==> config.mk <==
export PLATFORM = sky130hd
export DESIGN_NAME = ifetch_prefetch_buffer_flat
export DESIGN_NICKNAME = d
export VERILOG_FILES = /design/src/rtl/ifetch_prefetch_buffer_if.sv /design/src/rtl/ifetch_prefetch_buffer.sv /design/src/flat_wrapper.sv
export SDC_FILE = /design/constraint.sdc
export NUM_CORES = 1
export LEC_CHECK = 0
export CORE_ASPECT_RATIO = 1.5
export CORE_MARGIN = 4
export CORE_UTILIZATION = 45
export DETAILED_ROUTE_END_ITERATION = 8
export MAX_ROUTING_LAYER = met4
export PLACE_DENSITY_LB_ADDON = 0.3
export SYNTH_ARGS = -nofsm -noshare
export SYNTH_HDL_FRONTEND = slang
export SYNTH_SLANG_ARGS = --single-unit
==> constraint.sdc <==
create_clock -name clk -period 6.65 [get_ports clk]
set_clock_uncertainty 0.2 [all_clocks]
set_input_delay 1.33 -clock clk [delete_from_list [all_inputs] [get_ports clk]]
set_output_delay 1.33 -clock clk [all_outputs]
set_load 0.01 [all_outputs]
==> src/rtl/ifetch_prefetch_buffer_if.sv <==
// ifetch_prefetch_buffer_if: cpu fetch port plus instruction-memory request/response bus
interface ifetch_prefetch_buffer_if;
    logic [31:0] cpu_pc;
    logic [31:0] cpu_inst;
    logic        cpu_pc_en;
    logic        mem_req;
    logic [31:0] mem_addr;
    logic        mem_gnt;
    logic        mem_rvalid;
    logic [31:0] mem_rdata;
    modport master (
        input  cpu_pc, mem_gnt, mem_rvalid, mem_rdata,
        output cpu_inst, cpu_pc_en, mem_req, mem_addr
    );
    modport slave (
        output cpu_pc, mem_gnt, mem_rvalid, mem_rdata,
        input  cpu_inst, cpu_pc_en, mem_req, mem_addr
    );
endinterface

==> src/rtl/ifetch_prefetch_buffer.sv <==
// ifetch_prefetch_buffer: in-order sequential prefetch queue with redirect and stale-response discard
module ifetch_prefetch_buffer #(
    parameter int          DEPTH    = 4,
    parameter logic [31:0] RESET_PC = 32'h0000_0000
) (
    input logic                      clk,
    input logic                      reset,
    ifetch_prefetch_buffer_if.master bus
);
    // one spare bit so count+outst and drop+outst never wrap before saturation
    localparam int CW = $clog2(DEPTH + 1) + 1;
    logic [31:0]   head_q, head_d, fetch_q, fetch_d;
    logic [CW-1:0] count_q, count_d, outst_q, outst_d, drop_q, drop_d;
    logic [31:0]   ent_q [DEPTH];
    logic [31:0]   ent_d [DEPTH];
    logic          hit0, adv, hit1, redirect, gnt, push;
    logic [CW-1:0] slot, drop_sum;

    always_comb begin
        hit0 = count_q != '0 && bus.cpu_pc == head_q;
        adv = count_q != '0 && bus.cpu_pc == head_q + 32'd4;
        hit1 = adv && count_q >= CW'(2);
        redirect = !hit0 && !adv && !(count_q == '0 && bus.cpu_pc == head_q);
        bus.cpu_pc_en = !reset && (hit0 || hit1);
        bus.cpu_inst = reset ? '0 : hit0 ? ent_q[0] : hit1 ? ent_q[1] : '0;
        bus.mem_req = !reset && !redirect && count_q + outst_q < CW'(DEPTH);
        bus.mem_addr = fetch_q;
        gnt = bus.mem_req && bus.mem_gnt;
        push = bus.mem_rvalid && drop_q == '0 && !redirect;
        slot = count_q - CW'(adv);
        drop_sum = drop_q + outst_q - CW'(bus.mem_rvalid);
        head_d = redirect ? bus.cpu_pc : adv ? head_q + 32'd4 : head_q;
        fetch_d = redirect ? bus.cpu_pc : gnt ? fetch_q + 32'd4 : fetch_q;
        count_d = redirect ? '0 : slot + CW'(push);
        outst_d = outst_q + CW'(gnt) - CW'(bus.mem_rvalid);
        drop_d = redirect ? (drop_sum > CW'(DEPTH) ? CW'(DEPTH) : drop_sum)
                          : drop_q - CW'(bus.mem_rvalid && drop_q != '0);
        for (int i = 0; i < DEPTH; i++) begin
            ent_d[i] = (adv && i < DEPTH - 1) ? ent_q[(i + 1) % DEPTH] : ent_q[i];
            if (push && slot == CW'(i)) ent_d[i] = bus.mem_rdata;
        end
    end

    always_ff @(posedge clk) begin
        if (reset) begin
            head_q  <= RESET_PC;
            fetch_q <= RESET_PC;
            count_q <= '0;
            outst_q <= '0;
            drop_q  <= '0;
        end else begin
            head_q  <= head_d;
            fetch_q <= fetch_d;
            count_q <= count_d;
            outst_q <= outst_d;
            drop_q  <= drop_d;
        end
    end

    always_ff @(posedge clk) ent_q <= ent_d;
endmodule

==> src/flat_wrapper.sv <==
// flat-port wrapper written by rule: the top's interface ports become plain ports
module ifetch_prefetch_buffer_flat 
#(
    parameter int          DEPTH    = 4,
    parameter logic [31:0] RESET_PC = 32'h0000_0000
)
  (clk, reset, bus_cpu_pc, bus_mem_gnt, bus_mem_rvalid, bus_mem_rdata, bus_cpu_inst, bus_cpu_pc_en, bus_mem_req, bus_mem_addr);
  ifetch_prefetch_buffer_if bus_i ();
  input logic clk;
  input logic reset;
  input wire logic [$bits(bus_i.cpu_pc)-1:0] bus_cpu_pc;
  input wire logic [$bits(bus_i.mem_gnt)-1:0] bus_mem_gnt;
  input wire logic [$bits(bus_i.mem_rvalid)-1:0] bus_mem_rvalid;
  input wire logic [$bits(bus_i.mem_rdata)-1:0] bus_mem_rdata;
  output wire logic [$bits(bus_i.cpu_inst)-1:0] bus_cpu_inst;
  output wire logic [$bits(bus_i.cpu_pc_en)-1:0] bus_cpu_pc_en;
  output wire logic [$bits(bus_i.mem_req)-1:0] bus_mem_req;
  output wire logic [$bits(bus_i.mem_addr)-1:0] bus_mem_addr;
  assign bus_i.cpu_pc = bus_cpu_pc;
  assign bus_i.mem_gnt = bus_mem_gnt;
  assign bus_i.mem_rvalid = bus_mem_rvalid;
  assign bus_i.mem_rdata = bus_mem_rdata;
  assign bus_cpu_inst = bus_i.cpu_inst;
  assign bus_cpu_pc_en = bus_i.cpu_pc_en;
  assign bus_mem_req = bus_i.mem_req;
  assign bus_mem_addr = bus_i.mem_addr;
  ifetch_prefetch_buffer #(.DEPTH(DEPTH), .RESET_PC(RESET_PC)) u_core (.clk(clk), .reset(reset), .bus(bus_i));
endmodule
==> After elaboration in Yosys (flattened, before gate mapping) <==
Index checks and enable logic that the tools add are counted.
{ "word_totals": {"reg_bits": 204, "inputBits": 68, "out_inout_bits": 66, "elab_cells": 76} }
{ "op_classes": {"add_sub_neg": 10, "magnitude_cmp": 3, "eq_ne": 5, "n_mux": 15, "reduce_logical": 34} }
{ "op_table": {"columns": ["op", "n"], "rows": [
  ["$mux 32", 13],
  ["$add 32x3->32 const B", 2],
  ["$eq 32x32->1", 2],
  ["$logic_and 1x1->1", 17],
  ["$sub 4x1->4", 4],
  ["$logic_not 4->1", 3],
  ["$reduce_bool 2->1", 5],
  ["$add 4x1->4", 2],
  ["$add 4x4->4", 2],
  ["$eq 4x2->1 const B", 2],
  ["$mux 4", 2],
  ["$reduce_bool 4->1", 2],
  ["$logic_not 1->1", 5],
  ["$eq 4x1->1 const B", 1],
  ["$ge 4x2->1 const B", 1],
  ["$gt 4x3->1 const B", 1],
  ["$lt 4x3->1 const B", 1],
  ["$reduce_or 2->1", 1],
  ["$logic_or 1x1->1", 1]
]} }

==> Longest topological paths before layout <==
Gate-level depths: netlist of run 1.
{ "logic_depth": {"depth_word": 12, "ltp_mapped": 18} }

==> Worst setup path after synthesis of run 1 <==
OpenSTA, ideal clock, no wires.
{ "synth_timing": {"path_kind": "input -> register", "from": "in bus_cpu_pc[6]", "to": "reg u_core.ent_q[0] (netlist name) (enable)", "setup_ns": 0.392, "arrival_time_ns": 4.851, "t_required_ns": 6.058, "path_slack_ns": 1.207, "stages": 13, "n_path_buf": 0, "path_cell_list": "xnor2_1 a31oi_1 nor4_1 o211ai_1 or4b_1 nor4_4 ha_1 ha_1 nand2_1 a21o_1 a21oi_1 and2_1 and3_1"} }
{ "synth_between": {"elab_chain_len": 8, "elab_cells_between_ends": 15, "classes_between": "add/sub (1); eq/ne (3); reduce/logical (11)"} }
{ "synth_rtl": {"columns": ["item", "line_no", "text"], "rows": [
  ["start, declared", "flat_wrapper.sv:11", "input wire logic [$bits(bus_i.cpu_pc)-1:0] bus_cpu_pc;"],
  ["branches (longest 7 deep; another with $sub 4x1->4)", null, null],
  ["$logic_and 1x1->1 (*)", "ifetch_prefetch_buffer.sv:40", "if (push && slot == CW'(i)) ent_d[i] = bus.mem_rdata;"],
  ["end signal, assigned", "ifetch_prefetch_buffer.sv:60", "always_ff @(posedge clk) ent_q <= ent_d;"],
  ["end, declared", "ifetch_prefetch_buffer.sv:14", "logic [31:0] ent_q [DEPTH];"]
]} }
Every way passes the cells marked *.
A chain may end at the register's enable or synchronous reset.

==> Worst setup path after layout of run 1 <==
{ "layout_timing": {"from": "in bus_cpu_pc[13]", "to": "out bus_cpu_inst[29]"} }
{ "layout_between": {"elab_chain_len": 6, "elab_cells_between_ends": 8, "classes_between": "eq/ne (2); mux (3); reduce/logical (3)"} }
{ "layout_rtl": {"columns": ["item", "line_no", "text"], "rows": [
  ["$eq 32x32->1", "ifetch_prefetch_buffer.sv:21", "adv = count_q != '0 && bus.cpu_pc == head_q + 32'd4;"],
  ["$logic_and 1x1->1", "ifetch_prefetch_buffer.sv:21", null],
  ["$logic_and 1x1->1", "ifetch_prefetch_buffer.sv:22", "hit1 = adv && count_q >= CW'(2);"],
  ["$mux 32", "ifetch_prefetch_buffer.sv:25", "bus.cpu_inst = reset ? '0 : hit0 ? ent_q[0] : hit1 ? ent_q[1] : '0;"],
  ["$mux 32 (*) (2 in a row)", "ifetch_prefetch_buffer.sv:25", null],
  ["end, declared", "flat_wrapper.sv:15", "output wire logic [$bits(bus_i.cpu_inst)-1:0] bus_cpu_inst;"]
]} }
Every way passes the cells marked *; elsewhere a longest branch is shown, timed or not.

==> results of run 1 <==
## layout make-up
| cell class | instances | area, µm² |
|---|---|---|
| clock buffer | 30 | 664 |
| fill | 1867 | 9680 |
| inverter | 24 | 90.1 |
| antenna | 2 | 5.00 |
| multi-input combinational | 595 | 4740 |
| sequential | 204 | 5370 |
| clock inverter | 9 | 93.8 |
| tap | 276 | 345 |
| timing repair buffer | 153 | 1560 |
## placed cells by master, fill, tap and decap left out, types with 11 or more instances in the layout
master and n:
o31ai_1 25, a21oi_1 16, xor2_1 44, buf_4 13, inv_1 23, nand3_1 49, o21ai_0 11, clkbuf_16 24
xnor2_1 43, a22o_1 32, nand4_1 28, nor2_1 13, nand2_1 31, mux2_2 95, clkdlybuf4s50_1 132, nor3_1 13
and3_1 17, nor2b_1 38, dfxtp_1 76, edfxtp_1 128, and4_1 17, ha_1 19
## worst max-delay path by stage
stage / slack, ns / cells after the start / endpoint
floorplan: 1.21 / 13 / u_core.ent_q[0]
global placement: 0.35 / 11 / bus_mem_req
detailed placement: 0.28 / 11 / bus_cpu_inst[29]
CTS: 0.20 / 11 / bus_cpu_inst[29]
global route: 0.01 / 11 / bus_cpu_inst[29]
finish: 0.22 / 11 / bus_cpu_inst[29]
## metrics by stage
| step | utilization | worst slack [ns] |
|---|---|---|
| after CTS | 0.570 | 0.204 |
| after global placement | 0.537 | 0.347 |
| after floorplan | - | 1.21 |
| after detailed placement | 0.537 | 0.280 |
| final | 0.571 | 0.218 |
| after global routing | 0.571 | 0.0145 |
## metal layers
metal | share of wire | up-vias | track usage
li1 | - | 3568 | -
met1 | 0.39 | 3710 | 0.246
met2 | 0.51 | 229 | 0.376
met3 | 0.052 | 66 | 0.0358
met4 | 0.044 | 0 | 0.0954
met5 | 0 | - | -
## logic make-up (layout without fill, tap and decap cells)
| group | count (synthesis) | in the layout | share of synthesized area |
|---|---|---|---|
| AOI/OAI and AO/OA | 132 | 132 | 0.0967 |
| xor gates and xnor gates | 87 | 87 | 0.0732 |
| adders and majority gates | 21 | 21 | 0.0267 |
| buffers and inverters | 73 | 216 | 0.0327 |
| DFF | 204 | 204 | 0.516 |
| muxes | 98 | 98 | 0.106 |
| other | 0 | 2 | 0 |
| and+or+nand+nor | 257 | 257 | 0.149 |
## registers in the layout, indices dropped and copies added, names as in the netlist
register,cells
u_core.head_q,32
u_core.drop_q,4
u_core.bus.mem_addr,32
u_core.count_q,4
u_core.ent_q,128
u_core.outst_q,4
## where the power goes
| group | internal [mW] | leakage (nW) | switching, mW |
|---|---|---|---|
| registers | 1.37 | 1.78 | 0.0426 |
| clock network | 0.775 | 0.377 | 0.500 |
| logic | 0.188 | 2.35 | 0.198 |
==> results.sh, run 1 <==
export IMPL_drt_first_pass_iters=5
export IMPL_worstHoldStart="u_core.ent_q[43]"
export IMPL_avgSynthCellArea_um2=11.9
export IMPL_rsz0062_at_grt="false"
export IMPL_yosysTopAreaCellShare=0.369
export IMPL_grt_pass1_wl_mm=43.3
export IMPL_synthFlopType="edfxtp_1"
export IMPL_cts_setup_buffers=0
export IMPL_maxSlewHeadroom=0.493
export IMPL_cts_tree="yes"
export IMPL_yosys_cell_types_count=68
export IMPL_final_area_mm2=0.0129
export IMPL_die_area_mm2=0.0257
export IMPL_area_delta_synth_final_pct=23.7
export IMPL_synth_area_top_cells="edfxtp_1 (37%), dfxtp_1 (15%), mux2_2 (10%), xor2_1 (3.7%), xnor2_1 (3.6%)"
export IMPL_wl_per_cell_um=21.3
export IMPL_num_vias=7573
export IMPL_coreArea_mm2=0.0226
export IMPL_worstSetupEndpointType="output pin"
export IMPL_p_leak_nw=4.50
export IMPL_reg2reg_depth=18
export IMPL_synth_most_common_cell="edfxtp_1"
export IMPL_crit_fanout=32
export IMPL_final_hold_viol_count=0
export IMPL_hp_class="flop to flop"
export IMPL_async_reset_ff_frac=0
export IMPL_htreeDepth=1
export IMPL_ys_seq_area_frac=0.516
export IMPL_yosysTopAreaCell="edfxtp_1"
export IMPL_reg2reg_from="u_core.head_q[3]"
export IMPL_ir_worst_vdd_mv=0.203
export IMPL_synth_edf_count=128
export IMPL_status="complete, no violations"
export IMPL_holdPathStages=1
export IMPL_avgViaCountPerCell=5.86
export IMPL_clockRootBuffer="clkbuf_16"
export IMPL_place_area_mm2=0.0121
export IMPL_timing_fmax_mhz=155
export IMPL_nets=1089
export IMPL_slowest_delay_ns=0.56
export IMPL_grt_usage=0.217
export IMPL_syn_area_mm2=0.0104
export IMPL_ioPinCount=134
export IMPL_drive_above_1_share=0.166
export IMPL_rrSetupSlack_ns=1.19
export IMPL_worstSetupPathType="primary input to output pin"
export IMPL_worst_pin_slew_ns=0.760
export IMPL_whs_ns=0.337
export IMPL_numCtsBuffers=22
export IMPL_synthTopCellsByCount="edfxtp_1 (128), mux2_2 (95), dfxtp_1 (76)"
export IMPL_num_rows=67
export IMPL_syn_nets=961
export IMPL_critPathTopFamily="buffers and inverters"
export IMPL_cpMaxStageDelayCell="a2111oi_0"
export IMPL_clk_pin_slew_ns=0.06
export IMPL_crit_path_cell_trace="clkdlybuf4s50_1 -> xor2_1 -> xor2_1 -> a31oi_1 -> a2111oi_0 -> nand3_1 -> nor4_4 -> nor4b_4 -> buf_12 -> a22o_1 -> clkdlybuf4s50_1"
export IMPL_ys_ff_latch=204
export IMPL_drtAntennaViolNets=0
export IMPL_crit_path_start_kind="primary input"
export IMPL_setup_tns_ns=0
export IMPL_insertion_delay_ns=0.50
export IMPL_ys_warn_count=0
export IMPL_io_buffers=133
export IMPL_dieHeight_um=194
export IMPL_dp_cells=1252
export IMPL_cts_hold_buf=0
export IMPL_grt_max_degree=49
export IMPL_fin_crit_sh=0.967
export IMPL_min_to="u_core.ent_q[75]"
export IMPL_drt_iter0_drc=468
export IMPL_drt_total_wl_mm=27.5
export IMPL_cp_required_ns=5.12
export IMPL_fin_cells=1293
export IMPL_period_minus_slack_ns=6.43
export IMPL_cts_sinks=204
export IMPL_synthCells=872
export IMPL_finalPower_mw=3.07
export IMPL_arrival_ns=4.90
export IMPL_die_x_um=132
export IMPL_drc_errors=0
export IMPL_grt_overflow_total=0
export IMPL_initial_core_util=0.461
export IMPL_setup_viol=0
export IMPL_dpl_hpwl_mm=19.3
export IMPL_cts_resized=0
export IMPL_worstSetupStartpoint="bus_cpu_pc[13]"
export IMPL_drv_cap=0
export IMPL_slew_violations=0
export IMPL_r2r_end="u_core.ent_q[124]"
export IMPL_first_global_vias=7844
export IMPL_antenna_found_initial=2
export IMPL_clockBufferDepth=3
export IMPL_powerDensity_mw_per_mm2=239
export IMPL_worst_path_buf_inv=3
export IMPL_gp_congestion=0.933
(Power assumes the default switching activity.)
==> inputs of run 2 (changes only) <==
Settings changed: RECOVER_POWER set to 25, TNS_END_PERCENT set to 20.
==> results.sh, run 2 (same netlist as run 1, synthesis figures left out) <==
export IMPL_status="finished with violations"
export IMPL_violations="max-capacitance violations, max-slew violations"
export IMPL_final_hold_viol_count=0
export IMPL_die_x_um=132
export IMPL_coreArea_mm2=0.0226
export IMPL_multiInputGateArea_mm2=0.00473
export IMPL_cts_tree="yes"
export IMPL_crit_path_start_kind="primary input"
export IMPL_drive_above_1_share=0.163
export IMPL_rsz0062_at_grt="false"
export IMPL_drt_total_wl_mm=27.4
export IMPL_gp_congestion=0.933
export IMPL_numCtsBuffers=22
export IMPL_grt_usage=0.217
export IMPL_final_cell_mix="edfxtp_1 (128), mux2_2 (95), dfxtp_1 (76), clkdlybuf4s50_1 (66), dlygate4sd3_1 (66)"
export IMPL_avgViaCountPerCell=5.87
export IMPL_clk_pin_slew_ns=0.06
export IMPL_htreeDepth=1
export IMPL_arrival_ns=4.90
export IMPL_worst_pin_slew_ns=2.18
export IMPL_die_area_mm2=0.0257
export IMPL_cts_sinks=204
export IMPL_ioPinCount=134
export IMPL_initial_core_util=0.461
export IMPL_hp_class="flop to flop"
export IMPL_grt_busiest_layer="met2"
export IMPL_worstSetupPathType="primary input to output pin"
export IMPL_first_global_vias=7844
export IMPL_grt_overflow_total=0
export IMPL_num_vias=7592
export IMPL_critPathTopFamily="simple AND/OR/NAND/NOR gates"
export IMPL_use_met3=0.0358
export IMPL_drt_first_pass_iters=5
export IMPL_use_met2=0.376
export IMPL_area_delta_synth_final_pct=23.6
export IMPL_worstSetupEndpointType="output pin"
export IMPL_slew_violations=81
export IMPL_timing_fmax_mhz=155
export IMPL_p_leak_nw=4.57
export IMPL_crit_path_cell_trace="clkdlybuf4s50_1 -> nor2b_1 -> a31oi_1 -> nor4_1 -> o211ai_1 -> or4b_1 -> nor4_4 -> nor4b_4 -> buf_12 -> a22o_1 -> clkdlybuf4s50_1"
export IMPL_dpl_hpwl_mm=19.3
export IMPL_grt_pass1_wl_mm=43.3
export IMPL_clockBufferDepth=3
export IMPL_drtAntennaViolNets=0
export IMPL_rrSetupSlack_ns=1.20
export IMPL_io_buffers=133
export IMPL_drv_cap=2
export IMPL_postLayoutCoreUtil=0.570
export IMPL_worst_path_buf_inv=3
export IMPL_cp_required_ns=5.12
export IMPL_regMostFlops="u_core.ent_q"
export IMPL_cts_hold_buf=0
export IMPL_slowest_delay_ns=0.60
export IMPL_nets=1089
export IMPL_setup_tns_ns=0
export IMPL_register_area_mm2=0.00537
export IMPL_final_common_cell="edfxtp_1"
export IMPL_maxSlewHeadroom=-0.451
export IMPL_grt_max_degree=49
export IMPL_antenna_found_initial=3
export IMPL_fin_crit_sh=0.967
export IMPL_ir_worst_vdd_mv=0.204
export IMPL_largest_reg_flops=128
export IMPL_crit_fanout=32
export IMPL_crit_top_cell="clkdlybuf4s50_1"
export IMPL_grt_util_met1=0.246
export IMPL_setup_viol=0
export IMPL_cts_setup_buffers=0
export IMPL_period_minus_slack_ns=6.43
export IMPL_wl_per_cell_um=21.2
export IMPL_clockRootBuffer="clkbuf_16"
export IMPL_dieHeight_um=194
export IMPL_fill_cells=1866
export IMPL_num_rows=67
export IMPL_drc_errors=0
export IMPL_powerDensity_mw_per_mm2=238
export IMPL_cts_resized=0
export IMPL_insertion_delay_ns=0.50
export IMPL_cpMaxStageDelayCell="or4b_1"
export IMPL_drt_iter0_drc=448
run 2: cell types whose count changed in the layout (fill, tap and decap cells not counted), sizes merged:
cell,previous run,this run
clkdlybuf4s50,132,66
dlygate4sd3,0,66
buf,21,19
clkbuf,30,32
diode,2,3
run 2: where the power goes:
| group | total [mW] | internal, mW | switching, mW |
|---|---|---|---|
| Combinational | 0.378 | 0.180 | 0.198 |
| Clock | 1.28 | 0.775 | 0.501 |
| Sequential | 1.41 | 1.37 | 0.0422 |
| Total | 3.06 | 2.32 | 0.741 |
run 2: area by class of cell:
type / count / area share
Antenna cell: 3 / 0.000584
Inverter: 24 / 0.00701
Clock inverter: 9 / 0.00730
Timing Repair Buffer: 153 / 0.121
Clock buffer: 30 / 0.0517
Sequential cell: 204 / 0.417
Multi-Input combinational cell: 595 / 0.368
Tap cell: 276 / 0.0269
run 2: worst paths after layout:
kind / from / endpoint / cells past startpoint
max reg2reg: u_core.head_q[3] / u_core.ent_q[124] / 18
min: u_core.ent_q[43] / u_core.ent_q[75] / 1
min reg2reg: u_core.ent_q[43] / u_core.ent_q[75] / 1
max: bus_cpu_pc[4] / bus_cpu_inst[29] / 11
run 2: stage by stage:
step	cells	hold WS, ns	instance area, µm²	power (mW)	setup WS, ns
after detailed placement	1252	0.321	12100	1.82	0.280
after global placement	1252	0.322	12100	1.81	0.347
final	1294	0.337	12900	3.06	0.218
after global routing	1294	0.361	12900	3.19	0.00747
after floorplan	872	0.298	10400	1.67	1.21
after CTS	1291	0.335	12900	3.11	0.204
run 2: routing by layer:
metal  vias to the layer above  share of wire  routed length [µm]
met5                         -              0                   0
met4                         0          0.046                1250
met3                        73          0.054                1490
met2                       258           0.50               13800
met1                      3684           0.40               10800
li1                       3577              -                   -
